[config.mk]
export PLATFORM = sky130hd
export DESIGN_NAME = hazard_ctrl
export DESIGN_NICKNAME = d
export VERILOG_FILES = /design/src/rtl/cpu_pkg.sv /design/src/rtl/hazard_detect.sv /design/src/rtl/hazard_ctrl.sv
export SDC_FILE = /design/constraint.sdc
export NUM_CORES = 1
export LEC_CHECK = 0
export CORE_MARGIN = 4
export CORE_UTILIZATION = 41
export DETAILED_ROUTE_END_ITERATION = 7
export GPL_ROUTABILITY_DRIVEN = 0
export PLACE_DENSITY_LB_ADDON = 0.2
export SETUP_SLACK_MARGIN = 0.2
export SLEW_MARGIN = 20
export SYNTH_ARGS = -nofsm -noshare
export SYNTH_HDL_FRONTEND = slang
export SYNTH_HIERARCHICAL = 1
export SYNTH_SLANG_ARGS = --single-unit
[constraint.sdc]
create_clock -name clk -period 3.4 [get_ports clk]
set_input_delay 0.85 -clock clk [delete_from_list [all_inputs] [get_ports clk]]
set_output_delay 0.85 -clock clk [all_outputs]
set_load 0.05 [all_outputs]
[src/rtl/cpu_pkg.sv]
// cpu_pkg: shared types and constants for the five-stage R/I/J CPU.
//   REG_W      register-index width
//   ADDR_W     instruction address width
//   ZERO_REG   index of the hard-wired zero register
//   hz_state_t hazard controller FSM encoding
package cpu_pkg;

    localparam int unsigned REG_W  = 5;
    localparam int unsigned ADDR_W = 32;

    localparam logic [REG_W-1:0] ZERO_REG = '0;

    typedef enum logic [1:0] {
        RUN      = 2'd0,
        LD_STALL = 2'd1,
        MDU_WAIT = 2'd2
    } hz_state_t;

endpackage

[src/rtl/hazard_detect.sv]
// hazard_detect: combinational load-use comparator.
// Flags an ID instruction that reads the destination of a load currently in EX.
// Loads to the zero register never create a dependency.
// Ports:
//   ex_is_load, ex_rd            load in EX and its destination
//   id_rs, id_rt                 ID source registers
//   id_uses_rs, id_uses_rt       ID instruction actually reads that source
//   ld_haz                       load-use hazard
module hazard_detect
    import cpu_pkg::*;
(
    input  logic             ex_is_load,
    input  logic [REG_W-1:0] ex_rd,
    input  logic [REG_W-1:0] id_rs,
    input  logic [REG_W-1:0] id_rt,
    input  logic             id_uses_rs,
    input  logic             id_uses_rt,
    output logic             ld_haz
);

    logic rs_hit;
    logic rt_hit;

    assign rs_hit = id_uses_rs && (id_rs == ex_rd);
    assign rt_hit = id_uses_rt && (id_rt == ex_rd);
    assign ld_haz = ex_is_load && (ex_rd != ZERO_REG) && (rs_hit || rt_hit);

endmodule

[src/rtl/hazard_ctrl.sv]
// hazard_ctrl: pipeline hazard and redirect controller.
// Decides each cycle whether fetch advances, stalls or is redirected, and drives
// the IF/ID flush and ID/EX bubble controls. Priority: taken branch in EX,
// load-use, MDU read while busy, resolved jump in ID.
// Build option: define HAZARD_CTRL_MDU_EN to enable the MDU wait state, its
// wait counter and the sticky timeout flag; otherwise id_mdu_read/mdu_busy are
// ignored and err is tied low.
// Ports:
//   clk, rst                        clock, synchronous active-high reset
//   id_rs/id_rt/id_uses_rs/id_uses_rt  ID source operands
//   id_mdu_read                     ID is mfhi/mflo
//   id_jump, id_jump_target         resolved jump in ID
//   ex_is_load, ex_rd               load in EX
//   ex_br_taken, ex_br_target       taken branch in EX
//   mdu_busy                        MDU operation in flight
//   stall, cond, condNPC            fetch controls (combinational)
//   flush_id, bubble_ex             pipeline register controls (combinational)
//   stall_cnt, redir_cnt            saturating event counters
//   err                             sticky MDU timeout
module hazard_ctrl
    import cpu_pkg::*;
#(
    parameter int unsigned MDU_TIMEOUT = 64,
    parameter int unsigned CNT_W       = 32
) (
    input  logic              clk,
    input  logic              rst,
    input  logic [REG_W-1:0]  id_rs,
    input  logic [REG_W-1:0]  id_rt,
    input  logic              id_uses_rs,
    input  logic              id_uses_rt,
    input  logic              id_mdu_read,
    input  logic              id_jump,
    input  logic [ADDR_W-1:0] id_jump_target,
    input  logic              ex_is_load,
    input  logic [REG_W-1:0]  ex_rd,
    input  logic              ex_br_taken,
    input  logic [ADDR_W-1:0] ex_br_target,
    input  logic              mdu_busy,
    output logic              stall,
    output logic              cond,
    output logic [ADDR_W-1:0] condNPC,
    output logic              flush_id,
    output logic              bubble_ex,
    output logic [CNT_W-1:0]  stall_cnt,
    output logic [CNT_W-1:0]  redir_cnt,
    output logic              err
);

    localparam int unsigned WAIT_W = $clog2(MDU_TIMEOUT + 1);
    localparam logic [WAIT_W-1:0] WAIT_MAX = WAIT_W'(MDU_TIMEOUT);

    hz_state_t state_q, state_d;

    logic              ld_haz;
    logic              mdu_busy_en;
    logic              mdu_read_en;
    logic              wait_inc;
    logic              wait_clr;
    logic [ADDR_W-1:0] cond_npc;
    logic [CNT_W-1:0]  stall_cnt_q;
    logic [CNT_W-1:0]  redir_cnt_q;

    hazard_detect u_detect (
        .ex_is_load (ex_is_load),
        .ex_rd      (ex_rd),
        .id_rs      (id_rs),
        .id_rt      (id_rt),
        .id_uses_rs (id_uses_rs),
        .id_uses_rt (id_uses_rt),
        .ld_haz     (ld_haz)
    );

`ifdef HAZARD_CTRL_MDU_EN
    assign mdu_busy_en = mdu_busy;
    assign mdu_read_en = id_mdu_read;
`else
    assign mdu_busy_en = 1'b0;
    assign mdu_read_en = 1'b0;
`endif

    // Next state and fetch/pipeline controls. Every branch below applies the RUN
    // rules, except that LD_STALL masks the load-use check (the load has moved
    // to MEM) and MDU_WAIT holds while the MDU is busy.
    always_comb begin
        state_d   = RUN;
        stall     = 1'b0;
        cond      = 1'b0;
        cond_npc  = '0;
        flush_id  = 1'b0;
        bubble_ex = 1'b0;
        wait_inc  = 1'b0;
        wait_clr  = 1'b0;

        if (ex_br_taken) begin
            // ID holds a wrong-path instruction, so its hazards do not matter.
            cond      = 1'b1;
            cond_npc  = ex_br_target;
            flush_id  = 1'b1;
            bubble_ex = 1'b1;
        end else if ((state_q == MDU_WAIT) && mdu_busy_en) begin
            stall     = 1'b1;
            bubble_ex = 1'b1;
            wait_inc  = 1'b1;
            state_d   = MDU_WAIT;
        end else if ((state_q != LD_STALL) && ld_haz) begin
            stall     = 1'b1;
            bubble_ex = 1'b1;
            // Leaving MDU_WAIT always returns to RUN, even on a load-use stall.
            if (state_q == RUN) begin
                state_d = LD_STALL;
            end
        end else if (mdu_read_en && mdu_busy_en) begin
            stall     = 1'b1;
            bubble_ex = 1'b1;
            wait_clr  = 1'b1;
            state_d   = MDU_WAIT;
        end else if (id_jump) begin
            cond     = 1'b1;
            cond_npc = id_jump_target;
            flush_id = 1'b1;
        end
    end

    assign condNPC = cond_npc;

    always_ff @(posedge clk) begin
        if (rst) begin
            state_q <= RUN;
        end else begin
            state_q <= state_d;
        end
    end

    always_ff @(posedge clk) begin
        if (rst) begin
            stall_cnt_q <= '0;
            redir_cnt_q <= '0;
        end else begin
            if (stall && !(&stall_cnt_q)) begin
                stall_cnt_q <= stall_cnt_q + 1'b1;
            end
            if (cond && !(&redir_cnt_q)) begin
                redir_cnt_q <= redir_cnt_q + 1'b1;
            end
        end
    end

    assign stall_cnt = stall_cnt_q;
    assign redir_cnt = redir_cnt_q;

`ifdef HAZARD_CTRL_MDU_EN
    logic [WAIT_W-1:0] wait_cnt_q, wait_cnt_d;
    logic              err_q;

    // Saturates at the timeout so the flag can never be missed by wrap-around.
    always_comb begin
        wait_cnt_d = wait_cnt_q;
        if (wait_clr) begin
            wait_cnt_d = '0;
        end else if (wait_inc && (wait_cnt_q != WAIT_MAX)) begin
            wait_cnt_d = wait_cnt_q + 1'b1;
        end
    end

    always_ff @(posedge clk) begin
        if (rst) begin
            wait_cnt_q <= '0;
            err_q      <= 1'b0;
        end else begin
            wait_cnt_q <= wait_cnt_d;
            if (wait_cnt_d == WAIT_MAX) begin
                err_q <= 1'b1;
            end
        end
    end

    assign err = err_q;
`else
    logic unused_mdu;
    assign unused_mdu = ^{id_mdu_read, mdu_busy, wait_inc, wait_clr, WAIT_MAX};
    assign err        = 1'b0;
`endif

endmodule

==> impl_metrics.tcl, run 1 <==
set metrics [dict create \
    status "complete, but fails checks" \
    violations "setup timing" \
    power_per_cell_area_nw_per_um2 283 \
    detail_route.wl_per_cell_um 19.4 \
    p_switching_mw 0.588 \
    grt-ovfl-total 0 \
    gr-usage-met1 0.306 \
    synth_area_sq_um 3880 \
    cts_root_buf "clkbuf_8" \
    reg2reg_to "redir_cnt[23]" \
    dpl.hpwl_um 10800 \
    fp.dieW_um 105 \
    max_clock_freq_mhz 278 \
    critPathMaxFanout 6 \
    fp.dieH_um 105 \
    top_usage_layer "met2" \
    portBuffers 185 \
    crit_cells 12 \
    rsz0062_at_grt "true" \
    clk_latency_ns 0.35 \
    avgViaCountPerCell 5.73 \
    synth_cell_types 48 \
    die-area_sq_um 11100 \
    min_path_type "flop to flop" \
    finalHoldViolations 0 \
    grt_pass1_vias 4401 \
    layout_common_cells "clkdlybuf4s50_1, dfxtp_1, nor2_1, buf_12, a22o_4" \
    cts_tree "built" \
    syn_inst 469 \
    critPathBufInv 4 \
    crit_start "id_rs[4]" \
    drcViolationCount 0 \
    critPathArrivalTime_ns 2.75 \
    clock-sinks 65 \
    yosys.area_share.simple 0.304 \
    final_common_cell "clkdlybuf4s50_1" \
    setup_viol 35 \
    cts_hold_buf 0 \
    crit_chain "clkdlybuf4s15_1 -> xor2_1 -> nor4_2 -> nand3_1 -> a21oi_2 -> nand2b_1 -> nand2b_4 -> nor2_4 -> buf_12 -> buf_8 -> a22o_4 -> buf_12" \
    grt_use_met3 0.0741 \
    avgSynthCellArea_sq_um 8.28 \
    cts_buffers 9 \
    drv_slew 0 \
    p_seq_frac 0.381 \
    synth_top_family_by_area "simple AND/OR/NAND/NOR gates" \
    rows 35 \
    cp-start-kind "input port" \
    synthAdderAreaFrac 0.00645 \
    drtIter0Drc 244 \
    worst_hold_slack_ns 0.497 \
    rr_worst_depth 5 \
    fillerInstances 622 \
    intPower_mw 1.43 \
    end_kind "output port" \
    clkTransAtPathRegs_ns 0.07 \
    cpPeakStageDelay_ns 0.23 \
    skew_ns 0.0156 \
    period_needed_ns 3.60 \
    grt_max_degree 60 \
    ys_ff_latch 65 \
    met2_usage 0.474 \
    crit_path_frequent_cell "buf_12" \
    whs_path_depth 2 \
    fin_nets 768 \
    fin_crit_sh 1.06 \
    worst_ep_required_time_ns 2.55 \
    drive_gt1_frac 0.269 \
    clock_tree.htree_level_count 3 \
    core_area_sq_um 9240 \
    cts_max_path_buffers 2 \
    grt_pass1_wl_um 23900 \
    antenna_found_initial 1 \
    drt_pass1_iterations 5 \
    seq_area_frac_synth 0.335 \
    r2r_setup_slack_ns 0.90 \
    synth_xor_xnor_area_share 0.0699 \
    critPathCapture "condNPC[25]" \
    fin_ws_ns -0.198 \
    grt_usage 0.265 \
    switching_share 0.292 \
    area_growth_pct 83.8 \
    maxCapViolCount 0 \
    routed_wl_um 15800 \
    muxShareOfSynthArea 0.0267 \
    via_count 4657 \
    antenna_left 0 \
    worst_slew_pin_slew_ns 1.05 \
    critical_path.slowest_cell "nor4_2" \
    start_util 0.420 \
    p_comb_frac 0.283 \
    clockPowerShare 0.336 \
    ys_warn_count 6 \
    dpl_worst_slack_ns -1.01 \
    ir_worst_vdd_v 0.000230 \
    slew_headroom 0.301 \
    synth_fp_nets 559 \
    total_leakage_power_nw 2.49 \
    crit_type "input port to output port" \
    totalPowerFinal_mw 2.02 \
    synth_compound_area_frac 0.207 \
    io_pins 189 \
    regToRegStartpoint "redir_cnt[13]" \
    cp_top_family "simple AND/OR/NAND/NOR gates" \
]
## sequential cells by signal, indices dropped and copies added (netlist names)
signal,cells
redir_cnt,32
stall_cnt,32
state_q,1
## worst reg2reg max path, stage by stage, from the launching register on
cell and delay, ns:
dfxtp_1 0.42, and4_1 0.29, or4b_4 0.50, nor4_4 0.65
a211oi_2 0.19, mux2_4 0.32
## worst min-delay path by stage
stage	end	from
after CTS	redir_cnt[27]	redir_cnt[27]
after detailed placement	redir_cnt[27]	redir_cnt[27]
after global routing	stall_cnt[7]	stall_cnt[7]
after floorplan	redir_cnt[27]	redir_cnt[27]
final	redir_cnt[27]	redir_cnt[27]
after global placement	redir_cnt[27]	redir_cnt[27]
## what timing repair did
action                     4_1_cts  5_1_grt
gates cloned                     2        1
setup buffers                   12        3
pin swaps                       18       14
gates resized for setup         66       21
setup endpoints to repair       81       71
## kinds of logic after synthesis
| group | after synthesis |
|---|---|
| AND/OR/NAND/NOR | 202 |
| XOR/XNOR | 31 |
| multiplexers | 9 |
| other | 1 |
| flip-flops | 65 |
| AO/OA/AOI/OAI | 116 |
| buffers and inverters | 43 |
| adder cells (fa/ha/maj) | 2 |
## cells in the mapped netlist, drive strengths merged
cell type / count / area, sq um
o31ai: 19 / 143
or4b: 1 / 13.8
o21ba: 1 / 10.0
mux2i: 1 / 10.0
a21oi: 34 / 170
nor2b: 8 / 50.1
or2: 3 / 18.8
a31o: 1 / 8.76
and4: 7 / 61.3
ha: 2 / 25.0
xnor2: 21 / 184
o21ai: 14 / 70.1
and3: 5 / 31.3
a22o: 32 / 280
nor4: 17 / 146
conb: 1 / 3.75
inv: 11 / 41.3
nand3: 28 / 140
nand2: 22 / 82.6
nand4: 22 / 144
nor4b: 4 / 41.3
o2111a: 1 / 11.3
a211oi: 11 / 87.6
o211ai: 1 / 7.51
o21a: 1 / 7.51
nand2b: 3 / 18.8
dfxtp: 65 / 1300
nor2: 40 / 150
or3: 12 / 75.1
nor3: 7 / 35.0
mux2: 8 / 93.8
or4: 22 / 165
buf: 8 / 60.1
a21o: 1 / 7.51
clkbuf: 24 / 91.3
xor2: 10 / 87.6
nor3b: 1 / 7.51
## power groups by stage
stage               Sequential, mW  Combinational [mW]  Clock [mW]
finish                       0.768               0.570       0.678
global route                 0.768               0.587       0.723
detailed placement           0.785               0.526           0
floorplan                    0.795               0.240           0
global placement             0.785               0.518           0
CTS                          0.768               0.559       0.688
## per-stage QoR
| stage | setup TNS (ns) | std cells | util | instance area [sq um] |
|---|---|---|---|---|
| final | -5.97 | 813 | 0.772 | 7130 |
| after global routing | -6.48 | 813 | 0.772 | 7130 |
| after CTS | -2.50 | 808 | 0.759 | 7020 |
| after detailed placement | -48.63 | 778 | 0.710 | 6560 |
| after global placement | -44.38 | 778 | 0.710 | 6560 |
| after floorplan | 0 | 469 | - | 4200 |
## per-layer routing
layer / wire length (um) / vias up
li1: - / 2203
met1: 5800 / 2187
met2: 8180 / 233
met3: 1360 / 34
met4: 427 / 0
met5: 0 / -
## cell type report
cell class              instances  area, sq um  share of cell area
repair buffers                228         2590               0.363
diodes                          1         2.50            0.000351
clock buffers                  11          141              0.0198
inverters                      11         46.3             0.00649
multi-input cells             363         2830               0.396
clock inverters                 5         62.6             0.00877
well taps                     129          161              0.0226
flip-flops and latches         65         1300               0.182
(Power assumes the default switching activity.)
==> run 2: changes to the inputs <==
--- a/config.mk
+++ b/config.mk
@@ -9,7 +9,7 @@
 export CORE_UTILIZATION = 41
 export DETAILED_ROUTE_END_ITERATION = 7
 export GPL_ROUTABILITY_DRIVEN = 0
-export PLACE_DENSITY_LB_ADDON = 0.2
+export PLACE_DENSITY = 0.9
 export SETUP_SLACK_MARGIN = 0.2
 export SLEW_MARGIN = 20
 export SYNTH_ARGS = -nofsm -noshare
==> run 2 against run 1 <==
  * The run still ends with setup timing left
  * Design area grew 1.6%
  * Total power is 3.3% lower
  * Via count rose by 4.3%
  * Sequential cell count is the same
  * Die area unchanged
  * Sequential power about the same
  * Critical endpoint is now bubble_ex
  * Final cell count rose by 0.37%
  * Sequential share of layout area down 0.29 points
  * Combinational power rose by 2%
  * Count of clock-buffer cells in the layout increased by 3
  * Setup slack improved by 0.014 ns
==> impl_metrics.tcl, run 2 (synthesized netlist as in run 1, its figures left out) <==
set metrics [dict create \
    fin_nets 772 \
    grt_usage 0.286 \
    min_path_type "flop to flop" \
    area_growth_pct 86.7 \
    fin_ws_ns -0.183 \
    start_util 0.420 \
    crit_path_frequent_cell "buf_6" \
    portBuffers 185 \
    drive_gt1_frac 0.284 \
    grt_pass1_vias 4602 \
    critPathMaxFanout 3 \
    clock_tree.htree_level_count 3 \
    crit_chain "buf_6 -> or4_4 -> o21ai_2 -> a21oi_2 -> nand2b_1 -> nand2b_4 -> buf_6 -> buf_4 -> buf_6 -> buf_6 -> buf_6 -> buf_6 -> buf_12" \
    cp-start-kind "input port" \
    io_pins 189 \
    slew_headroom 0.217 \
    clock-sinks 65 \
    setup_viol 35 \
    r2r_setup_slack_ns 0.71 \
    crit_start "ex_rd[1]" \
    reg2reg_to "stall_cnt[27]" \
    rr_worst_depth 5 \
    skew_ns 0.00930 \
    die-area_sq_um 11100 \
    drv_slew 0 \
    clkTransAtPathRegs_ns 0.06 \
    dpl_worst_slack_ns -1.02 \
    cts_hold_buf 0 \
    whs_path_depth 2 \
    via_count 4857 \
    critical_path.slowest_cell "or4_4" \
    cts_tree "built" \
    cts_buffers 9 \
    dpl.hpwl_um 11800 \
    crit_cells 13 \
    regArea_sq_um 1300 \
    cp_top_family "buffers and inverters" \
    end_kind "output port" \
    fillerInstances 554 \
    worst_slew_pin_slew_ns 1.17 \
    cts_root_buf "clkbuf_8" \
    core_area_sq_um 9240 \
    period_needed_ns 3.58 \
    routed_wl_um 18100 \
    drt_pass1_iterations 5 \
    fin_tns_setup_ns -3.75 \
    grt_max_degree 62 \
    regToRegStartpoint "stall_cnt[9]" \
    fin_crit_sh 1.05 \
    cts_max_path_buffers 2 \
    violations "setup timing" \
    drcViolationCount 0 \
    fp.dieW_um 105 \
    rsz0062_at_grt "true" \
    critPathCapture "bubble_ex" \
    avgViaCountPerCell 5.95 \
    fp.dieH_um 105 \
    crit_type "input port to output port" \
    detail_route.wl_per_cell_um 22.1 \
    antenna_left 0 \
    post-route-util 0.784 \
    power_per_cell_area_nw_per_um2 269 \
    layout_common_cells "clkdlybuf4s50_1, dfxtp_1, nor2_1" \
    maxCapViolCount 0 \
    n_antenna_cell 0 \
    grt-ovfl-total 0 \
    critPathArrivalTime_ns 2.73 \
    grt_pass1_wl_um 25400 \
    final_common_cell "clkdlybuf4s50_1" \
    critPathBufInv 8 \
    status "complete, but fails checks" \
    ir_worst_vdd_v 0.000227 \
    max_clock_freq_mhz 279 \
    multi_input_area_sq_um 2920 \
    antenna_found_initial 0 \
    cpPeakStageDelay_ns 0.52 \
    rows 35 \
    total_leakage_power_nw 2.53 \
    worst_ep_required_time_ns 2.55 \
    clk_latency_ns 0.34 \
    drtIter0Drc 345 \
    finalHoldViolations 0 \
]
run 2: changes by cell type in the layout (fill, tap and decap cells not counted), sizes merged, moves of 2 or more:
cell,before,now
dlymetal6s2s,2,0
clkdlybuf4s15,2,4
dlygate4sd2,2,4
clkbuf,12,15
buf,89,91
run 2: worst min-delay path by stage:
stage | from | end | slack, ns
floorplan | redir_cnt[27] | redir_cnt[27] | 0.71
global placement | redir_cnt[27] | redir_cnt[27] | 0.47
detailed placement | redir_cnt[15] | redir_cnt[15] | 0.50
CTS | redir_cnt[15] | redir_cnt[15] | 0.51
global route | redir_cnt[29] | redir_cnt[29] | 0.53
finish | redir_cnt[29] | redir_cnt[29] | 0.52
run 2: through the flow:
stage	power, mW	hold slack (ns)	cell area, sq um	instances
3_3_place_gp	1.31	0.471	6560	778
4_1_cts	1.93	0.514	6940	805
5_1_grt	2.00	0.531	7250	816
3_5_place_dp	1.32	0.504	6560	778
2_1_floorplan	1.03	0.712	4200	469
6_report	1.95	0.518	7250	816
run 2: worst reg2reg max path, cell delays in order (launching register included):
cell and delay, ns:
dfxtp_1 0.52, nand4_1 0.39, nor4_1 0.49, nand3_1 0.46
or4_4 0.62, a21oi_2 0.12
run 2: layout make-up:
type / count / share of cell area
multi-input combinational: 363 / 0.403
timing repair buffer: 232 / 0.365
sequential: 65 / 0.180
clock buffer: 14 / 0.0224
tap: 129 / 0.0223
inverter: 11 / 0.00604
clock inverter: 2 / 0.00173
run 2: what timing repair did:
item | in CTS | in global routing
gates resized for setup | 62 | 47
pin swaps | 17 | 27
cloned | 3 | 2
buffers inserted | 8 | 9
setup endpoints to repair | 81 | 61
run 2: per-layer routing:
metal	track usage	wire, um	share of wire	up-vias
li1	-	-	-	2208
met1	0.386	7210	0.40	2339
met2	0.474	9110	0.50	270
met3	0.0521	1370	0.076	40
met4	0.0647	363	0.020	0
met5	0	0	0	-
run 2: report_power, final:
part	leakage (nW)	internal [mW]	switching (mW)
clock network	0.0867	0.305	0.296
logic	1.92	0.302	0.280
registers	0.524	0.764	0.00376
